File: src/rtl/window_addr_gen_pkg.sv
// Shared types for the window address generator: FSM state encoding and default widths.
package window_addr_gen_pkg;

    localparam int unsigned WAG_ADDR_WIDTH = 8;

    typedef enum logic {
        WAG_IDLE,
        WAG_EMIT
    } wag_state_t;

endpackage

File: src/rtl/window_addr_gen_if.sv
// Coordinate-in / address-out stream bundle for window_addr_gen.
interface window_addr_gen_if #(
    parameter int unsigned ADDR_WIDTH = 8
) ();
    logic                  i_coord_valid;
    logic [ADDR_WIDTH-1:0] i_coord_x;
    logic [ADDR_WIDTH-1:0] i_coord_y;
    logic                  o_coord_ready;
    logic [ADDR_WIDTH-1:0] o_addr;
    logic [ADDR_WIDTH-1:0] o_kx;
    logic [ADDR_WIDTH-1:0] o_ky;
    logic                  o_valid;
    logic                  i_ready;
    logic                  o_last;

    modport slave (
        input  i_coord_valid, i_coord_x, i_coord_y, i_ready,
        output o_coord_ready, o_addr, o_kx, o_ky, o_valid, o_last
    );

    modport master (
        output i_coord_valid, i_coord_x, i_coord_y, i_ready,
        input  o_coord_ready, o_addr, o_kx, o_ky, o_valid, o_last
    );
endinterface

File: src/rtl/window_addr_gen_kernel_pos_counter.sv
// 2-D kernel position counter: ky runs fastest, wraps into kx; flags the final position.
module kernel_pos_counter #(
    parameter int unsigned W = 8
) (
    input  logic         i_clk,
    input  logic         i_nrst,
    input  logic         i_clear,
    input  logic         i_load,
    input  logic         i_advance,
    input  logic [W-1:0] i_k,
    output logic [W-1:0] o_kx,
    output logic [W-1:0] o_ky,
    output logic         o_last,
    output logic         o_wrap_c
);
    logic [W-1:0] kmax_q;
    logic [W-1:0] load_kmax_c;
    logic         ky_end_c;

    // K of zero behaves as K of one, so the bound is clamped at zero
    assign load_kmax_c = (i_k == '0) ? '0 : W'(i_k - W'(1));
    assign ky_end_c    = (o_ky == kmax_q);
    assign o_wrap_c    = i_advance & ~o_last & ky_end_c;

    always_ff @(posedge i_clk or negedge i_nrst) begin
        if (!i_nrst) begin
            o_kx   <= '0;
            o_ky   <= '0;
            o_last <= 1'b0;
            kmax_q <= '0;
        end else if (i_clear) begin
            o_kx   <= '0;
            o_ky   <= '0;
            o_last <= 1'b0;
        end else if (i_load) begin
            o_kx   <= '0;
            o_ky   <= '0;
            kmax_q <= load_kmax_c;
            o_last <= (load_kmax_c == '0);
        end else if (i_advance) begin
            if (o_last) begin
                o_kx   <= '0;
                o_ky   <= '0;
                o_last <= 1'b0;
            end else if (ky_end_c) begin
                // a wrap lands on column zero, which is never last when K > 1
                o_ky   <= '0;
                o_kx   <= W'(o_kx + W'(1));
                o_last <= 1'b0;
            end else begin
                o_ky   <= W'(o_ky + W'(1));
                o_last <= (o_kx == kmax_q) && (W'(o_ky + W'(1)) == kmax_q);
            end
        end
    end
endmodule

File: src/rtl/window_addr_gen.sv
// Expands each window top-left coordinate into K*K row-major input-SRAM read addresses.
module window_addr_gen
    import window_addr_gen_pkg::*;
#(
    parameter int unsigned ADDR_WIDTH = WAG_ADDR_WIDTH
) (
    input  logic                  i_clk,
    input  logic                  i_nrst,
    input  logic                  i_en,
    input  logic                  i_reg_clear,
    input  logic [ADDR_WIDTH-1:0] i_i_size,
    input  logic [ADDR_WIDTH-1:0] i_k_size,
    input  logic [ADDR_WIDTH-1:0] i_start_addr,
    window_addr_gen_if.slave      bus,
    output logic                  o_busy
);
    localparam int unsigned AW = ADDR_WIDTH;

    wag_state_t    state_q;
    logic [AW-1:0] y_q;
    logic [AW-1:0] i_size_q;
    logic [AW-1:0] row_base_q;
    logic [AW-1:0] addr_q;
    logic          valid_q;

    logic [AW-1:0] kx;
    logic [AW-1:0] ky;
    logic          last;
    logic          wrap_c;

    logic          coord_ready_c;
    logic          accept_c;
    logic          beat_c;
    logic          advance_c;
    logic [AW-1:0] row_base_c;

    assign beat_c        = valid_q & bus.i_ready & i_en & ~i_reg_clear;
    assign coord_ready_c = i_en & ~i_reg_clear &
                           ((state_q == WAG_IDLE) | (valid_q & bus.i_ready & last));
    assign accept_c      = coord_ready_c & bus.i_coord_valid;
    // a final beat that also accepts a coordinate reloads instead of stepping
    assign advance_c     = beat_c & ~accept_c;
    assign row_base_c    = i_start_addr + bus.i_coord_x * i_i_size;

    kernel_pos_counter #(.W(AW)) u_kpos (
        .i_clk     (i_clk),
        .i_nrst    (i_nrst),
        .i_clear   (i_reg_clear),
        .i_load    (accept_c),
        .i_advance (advance_c),
        .i_k       (i_k_size),
        .o_kx      (kx),
        .o_ky      (ky),
        .o_last    (last),
        .o_wrap_c  (wrap_c)
    );

    always_ff @(posedge i_clk or negedge i_nrst) begin
        if (!i_nrst) begin
            state_q    <= WAG_IDLE;
            y_q        <= '0;
            i_size_q   <= '0;
            row_base_q <= '0;
            addr_q     <= '0;
            valid_q    <= 1'b0;
            o_busy     <= 1'b0;
        end else if (i_reg_clear) begin
            state_q    <= WAG_IDLE;
            row_base_q <= '0;
            addr_q     <= '0;
            valid_q    <= 1'b0;
            o_busy     <= 1'b0;
        end else if (accept_c) begin
            state_q    <= WAG_EMIT;
            y_q        <= bus.i_coord_y;
            i_size_q   <= i_i_size;
            row_base_q <= row_base_c;
            addr_q     <= row_base_c + bus.i_coord_y;
            valid_q    <= 1'b1;
            o_busy     <= 1'b1;
        end else if (advance_c) begin
            if (last) begin
                state_q <= WAG_IDLE;
                valid_q <= 1'b0;
                o_busy  <= 1'b0;
            end else if (wrap_c) begin
                row_base_q <= row_base_q + i_size_q;
                addr_q     <= row_base_q + i_size_q + y_q;
            end else begin
                // equals row_base + y + ky for the next column
                addr_q <= addr_q + AW'(1);
            end
        end
    end

    assign bus.o_coord_ready = coord_ready_c;
    assign bus.o_addr        = addr_q;
    assign bus.o_kx          = kx;
    assign bus.o_ky          = ky;
    assign bus.o_valid       = valid_q;
    assign bus.o_last        = last;
endmodule

File: src/flat_wrapper.sv
// flat-port wrapper written by rule: the top's interface ports become plain ports
module window_addr_gen_flat import window_addr_gen_pkg::*;
#(
    parameter int unsigned ADDR_WIDTH = WAG_ADDR_WIDTH
)
  (i_clk, i_nrst, i_en, i_reg_clear, i_i_size, i_k_size, i_start_addr, o_busy, bus_i_coord_valid, bus_i_coord_x, bus_i_coord_y, bus_i_ready, bus_o_coord_ready, bus_o_addr, bus_o_kx, bus_o_ky, bus_o_valid, bus_o_last);
  window_addr_gen_if #(.ADDR_WIDTH(ADDR_WIDTH)) bus_i ();
  input  logic i_clk;
  input  logic i_nrst;
  input  logic i_en;
  input  logic i_reg_clear;
  input  logic [ADDR_WIDTH-1:0] i_i_size;
  input  logic [ADDR_WIDTH-1:0] i_k_size;
  input  logic [ADDR_WIDTH-1:0] i_start_addr;
  output logic o_busy;
  input wire logic [$bits(bus_i.i_coord_valid)-1:0] bus_i_coord_valid;
  input wire logic [$bits(bus_i.i_coord_x)-1:0] bus_i_coord_x;
  input wire logic [$bits(bus_i.i_coord_y)-1:0] bus_i_coord_y;
  input wire logic [$bits(bus_i.i_ready)-1:0] bus_i_ready;
  output wire logic [$bits(bus_i.o_coord_ready)-1:0] bus_o_coord_ready;
  output wire logic [$bits(bus_i.o_addr)-1:0] bus_o_addr;
  output wire logic [$bits(bus_i.o_kx)-1:0] bus_o_kx;
  output wire logic [$bits(bus_i.o_ky)-1:0] bus_o_ky;
  output wire logic [$bits(bus_i.o_valid)-1:0] bus_o_valid;
  output wire logic [$bits(bus_i.o_last)-1:0] bus_o_last;
  assign bus_i.i_coord_valid = bus_i_coord_valid;
  assign bus_i.i_coord_x = bus_i_coord_x;
  assign bus_i.i_coord_y = bus_i_coord_y;
  assign bus_i.i_ready = bus_i_ready;
  assign bus_o_coord_ready = bus_i.o_coord_ready;
  assign bus_o_addr = bus_i.o_addr;
  assign bus_o_kx = bus_i.o_kx;
  assign bus_o_ky = bus_i.o_ky;
  assign bus_o_valid = bus_i.o_valid;
  assign bus_o_last = bus_i.o_last;
  window_addr_gen #(.ADDR_WIDTH(ADDR_WIDTH)) u_core (.i_clk(i_clk), .i_nrst(i_nrst), .i_en(i_en), .i_reg_clear(i_reg_clear), .i_i_size(i_i_size), .i_k_size(i_k_size), .i_start_addr(i_start_addr), .bus(bus_i), .o_busy(o_busy));
endmodule
File: config.mk
export PLATFORM = sky130hd
export DESIGN_NAME = window_addr_gen_flat
export DESIGN_NICKNAME = d
export VERILOG_FILES = /design/src/rtl/window_addr_gen_pkg.sv /design/src/rtl/window_addr_gen_if.sv /design/src/rtl/window_addr_gen_kernel_pos_counter.sv /design/src/rtl/window_addr_gen.sv /design/src/flat_wrapper.sv
export SDC_FILE = /design/constraint.sdc
export NUM_CORES = 1
export LEC_CHECK = 0
export BUFFER_PORTS_ARGS = -buffer_cell sky130_fd_sc_hd__buf_4
export CORE_MARGIN = 2
export CORE_UTILIZATION = 47
export DETAILED_ROUTE_END_ITERATION = 12
export PLACE_DENSITY = 0.71
export SYNTH_ARGS = -nofsm -noshare
export SYNTH_HDL_FRONTEND = slang
export SYNTH_SLANG_ARGS = --single-unit
export TNS_END_PERCENT = 5
File: constraint.sdc
create_clock -name i_clk -period 7.57 [get_ports i_clk]
set_input_delay 1.514 -clock i_clk [delete_from_list [all_inputs] [get_ports i_clk]]
set_output_delay 1.514 -clock i_clk [all_outputs]
set_load 0.005 [all_outputs]
==> impl_metrics.py <==
metrics = {
    "outcome": {
        "run_status": "complete, no violations",
    },
    "floorplanning": {
        "design.die.area_sq_mm": 0.0117,
        "initial_core_util_pct": 47.7,
        "floorplan.die.height_um": 108,
        "fp.dieW_um": 108,
        "rows": 38,
        "core_area_sq_mm": 0.0107,
        "number_of_i_o_pins": 74,
    },
    "grt": {
        "grt_pass1_vias": 4283,
        "met1_track_utilization_from_global_routing_pct": 30.1,
        "grt.met2_usage_pct": 37.9,
        "grtUsageMet3_pct": 4.70,
        "grt-busiest-layer": "met2",
        "grt_overflow": 0,
        "grt_use_total_pct": 22.7,
        "grt_antenna_before_repair": 0,
        "grt_start_max_net_pins": 59,
        "grt_first_pass_wirelength_um": 20800,
    },
    "sta": {
        "maxSlewViolCount": 0,
        "finalHoldWorstSlack_ns": 0.486,
        "worst_case_headroom_to_the_max_slew_limit_pct": 23.2,
        "slew_of_the_pin_with_the_lowest_slew_margin_ns": 1.15,
        "finalHoldViolCount": 0,
        "achievable-frequency_ghz": 0.177,
        "fin_tns_setup_ns": 0,
        "period_needed_ns": 5.65,
        "setup-violations-final": 0,
        "final.setup_skew_ns": 0.0130,
        "rsz_0062_raised_after_global_routing": "no",
        "finalCritPeriodShare_pct": 74.6,
    },
    "cells_and_area": {
        "area.growth.synth_to_final_pct": 17.0,
        "mostFrequentLayoutCell": "nand2_1",
        "drive_above_1_share_pct": 14.1,
        "layout.cells.most_common_list": "nand2_1 (115), buf_4 (75), dfrtp_1 (58)",
        "antenna_cells_inserted": 0,
        "final_nets": 794,
    },
    "placement": {
        "routabilityCongestion": 0.875,
        "detailed_place_hpwl_um": 9630,
        "buffer_ports.inserted": 73,
    },
    "route": {
        "final_antenna_net_count": 0,
        "detailroute.via_count": 4439,
        "initialDrtViolationCount": 260,
        "routed_via_density": 5.35,
        "route.final.wire_length_um": 12400,
        "drc": 0,
        "dr.pass1.iters": 5,
        "wire_per_inst_um": 15.0,
    },
    "yosys": {
        "synth_top_family_by_area": "simple AND/OR/NAND/NOR gates",
        "synth_edf_count": 0,
        "syn-cell-area_sq_mm": 0.00512,
        "synth_warnings": 0,
        "synth_largest_area_cell": "dfrtp_1",
        "synth_ff_type": "dfrtp_1",
        "net_count_of_the_mapped_netlist": 727,
        "synth.avg_cell_area_sq_um": 8.29,
        "synth_area_leaders": "dfrtp_1 (28%), ha_1 (10%), nand2_1 (8.4%)",
        "postSynth.asyncResetShare_pct": 100,
        "flip_flop_and_latch_count_after_synthesis": 58,
        "synth_top_cell_area_share_pct": 28.3,
        "post_synth_inst_count": 618,
        "yosys.area_share.xor_xnor_pct": 11.3,
        "synth-adder-area-share_pct": 18.5,
        "ys_seq_area_share_pct": 28.3,
        "post_synth_cell_types": 50,
        "synth.mux.area_fraction_pct": 1.78,
        "synth_compound_area_share_pct": 13.3,
        "yosys.area_share.simple_pct": 21.2,
    },
    "clock_network": {
        "number_of_h_tree_levels": 3,
        "root_buffer": "clkbuf_8",
        "cts_resized": 0,
        "holdBufCountCts": 0,
        "clkSlewWorstSetupHoldPaths_ns": 0.07,
        "cts_inserted_buffers": 9,
        "cts_num_sinks": 58,
        "cts_max_path_buffers": 2,
        "post-cts-setup-buffers": 0,
        "clock_tree_from_tritoncts": "built",
        "clkLatencyLatePin_ns": 0.37,
    },
    "critical_path": {
        "worst-path-max-fanout": 8,
        "timing.rr.end": "u_core.bus.o_addr[7]",
        "crit_arrival_ns": 5.89,
        "r2r_start": "u_core.row_base_q[0]",
        "worst_r2r_path_depth": 15,
        "critPathRequiredTime_ns": 7.81,
        "rrSetupSlack_ns": 4.08,
        "critical_path_start_end_classification": "in -> reg",
        "critPathLaunchType": "input port",
        "endpoint_kind": "register",
    },
    "run": {
        "count_of_maximum_capacitance_violations": 0,
    },
    "power": {
        "cellPowerDensity_mw_per_mm2": 241,
        "vdd_ir_drop_max_uv": 125,
        "leakage_nw": 2.93,
    },
    "hold_path": {
        "min_path_type": "reg -> reg",
        "hp-start": "u_core.y_q[3]",
        "hold_end": "u_core.y_q[3]",
        "timing.hold.worst_path_depth": 2,
    },
}
-- cells in the mapped netlist, types with 4 or more instances --
library cell,count
nand4_1,5
nor2b_1,7
a21o_1,8
mux2i_1,8
clkbuf_1,11
fa_1,21
dfrtp_1,58
nand2_1,115
xor2_1,18
and3_1,9
ha_1,42
o21ai_1,21
inv_1,52
nand3_1,12
buf_2,4
a21oi_1,30
nand2b_1,11
xnor2_1,46
and2_1,11
nor4_1,5
nor2_1,50
o21ai_0,20
a211oi_1,8
nor3_1,9
-- where the power goes --
| part | switching, W | internal [W] |
|---|---|---|
| Sequential | 0.0000478 | 0.000353 |
| Clock | 0.000144 | 0.000188 |
| Combinational | 0.000391 | 0.000321 |
| Total | 0.000582 | 0.000862 |
-- logic make-up (layout without fill, tap and decap cells) --
kind of cell	count (synthesis)	after routing
compound gates	111	111
xor+xnor	65	65
fa+ha+maj	63	63
buf+inv	71	143
flops	58	58
mux	9	9
simple gates	241	241
-- metal layers --
| metal | wire length (um) | vias up |
|---|---|---|
| li1 | - | 2195 |
| met1 | 5630 | 2128 |
| met2 | 6080 | 96 |
| met3 | 544 | 20 |
| met4 | 178 | 0 |
| met5 | 0 | - |
-- registers in the layout, summed over array words and instances, names as in the netlist, 8 cells and up --
name and flops:
u_core.u_kpos.kmax_q 8, u_core.i_size_q 8, u_core.u_kpos.o_ky 8, u_core.u_kpos.o_kx 8
u_core.row_base_q 8, u_core.bus.o_addr 8, u_core.y_q 8
-- final cells by class --
cell class	instances	area [sq um]
Clock buffer	9	124
Clock inverter	7	103
Fill cell	993	4750
Inverter	52	195
Multi-Input combinational cell	489	3380
Sequential cell	58	1450
Tap cell	140	175
Timing Repair Buffer	75	563
-- worst max-delay path, cell delays in order --
cell and delay [ns]:
buf_4 0.13, nand2_1 0.08, fa_1 0.50, inv_1 0.05, fa_1 0.45, ha_1 0.29
inv_1 0.05, fa_1 0.58, inv_1 0.06, ha_1 0.29, a21o_1 0.18, a21oi_1 0.17
xnor2_1 0.17, ha_1 0.32, a21o_1 0.20, a31oi_2 0.21, xnor2_1 0.09, a211o_1 0.30
a32o_1 0.25
-- stage by stage --
step | total power, W | cell area, sq um | worst slack, ns | std cells | util [%]
after global routing | 0.00155 | 5990 | 1.70 | 830 | 55.8
after CTS | 0.00145 | 5990 | 1.89 | 830 | 55.8
after floorplan | 0.000928 | 5120 | 1.77 | 618 | -
after detailed placement | 0.00111 | 5770 | 1.54 | 814 | 53.7
final | 0.00144 | 5990 | 1.92 | 830 | 55.8
after global placement | 0.00109 | 5770 | 1.62 | 814 | 53.7
-- worst max-delay path by stage --
stage                      from                   end  slack [ns]  depth (start not counted)
CTS                 i_i_size[1]  u_core.bus.o_addr[7]        1.89                         19
floorplan           i_i_size[1]  u_core.bus.o_addr[7]        1.77                         19
finish              i_i_size[1]  u_core.bus.o_addr[7]        1.92                         19
global route        i_i_size[1]  u_core.bus.o_addr[7]        1.70                         19
detailed placement  i_i_size[1]  u_core.bus.o_addr[7]        1.54                         19
global placement    i_i_size[1]  u_core.bus.o_addr[7]        1.62                         19
Power figures use the tool's default switching activity.
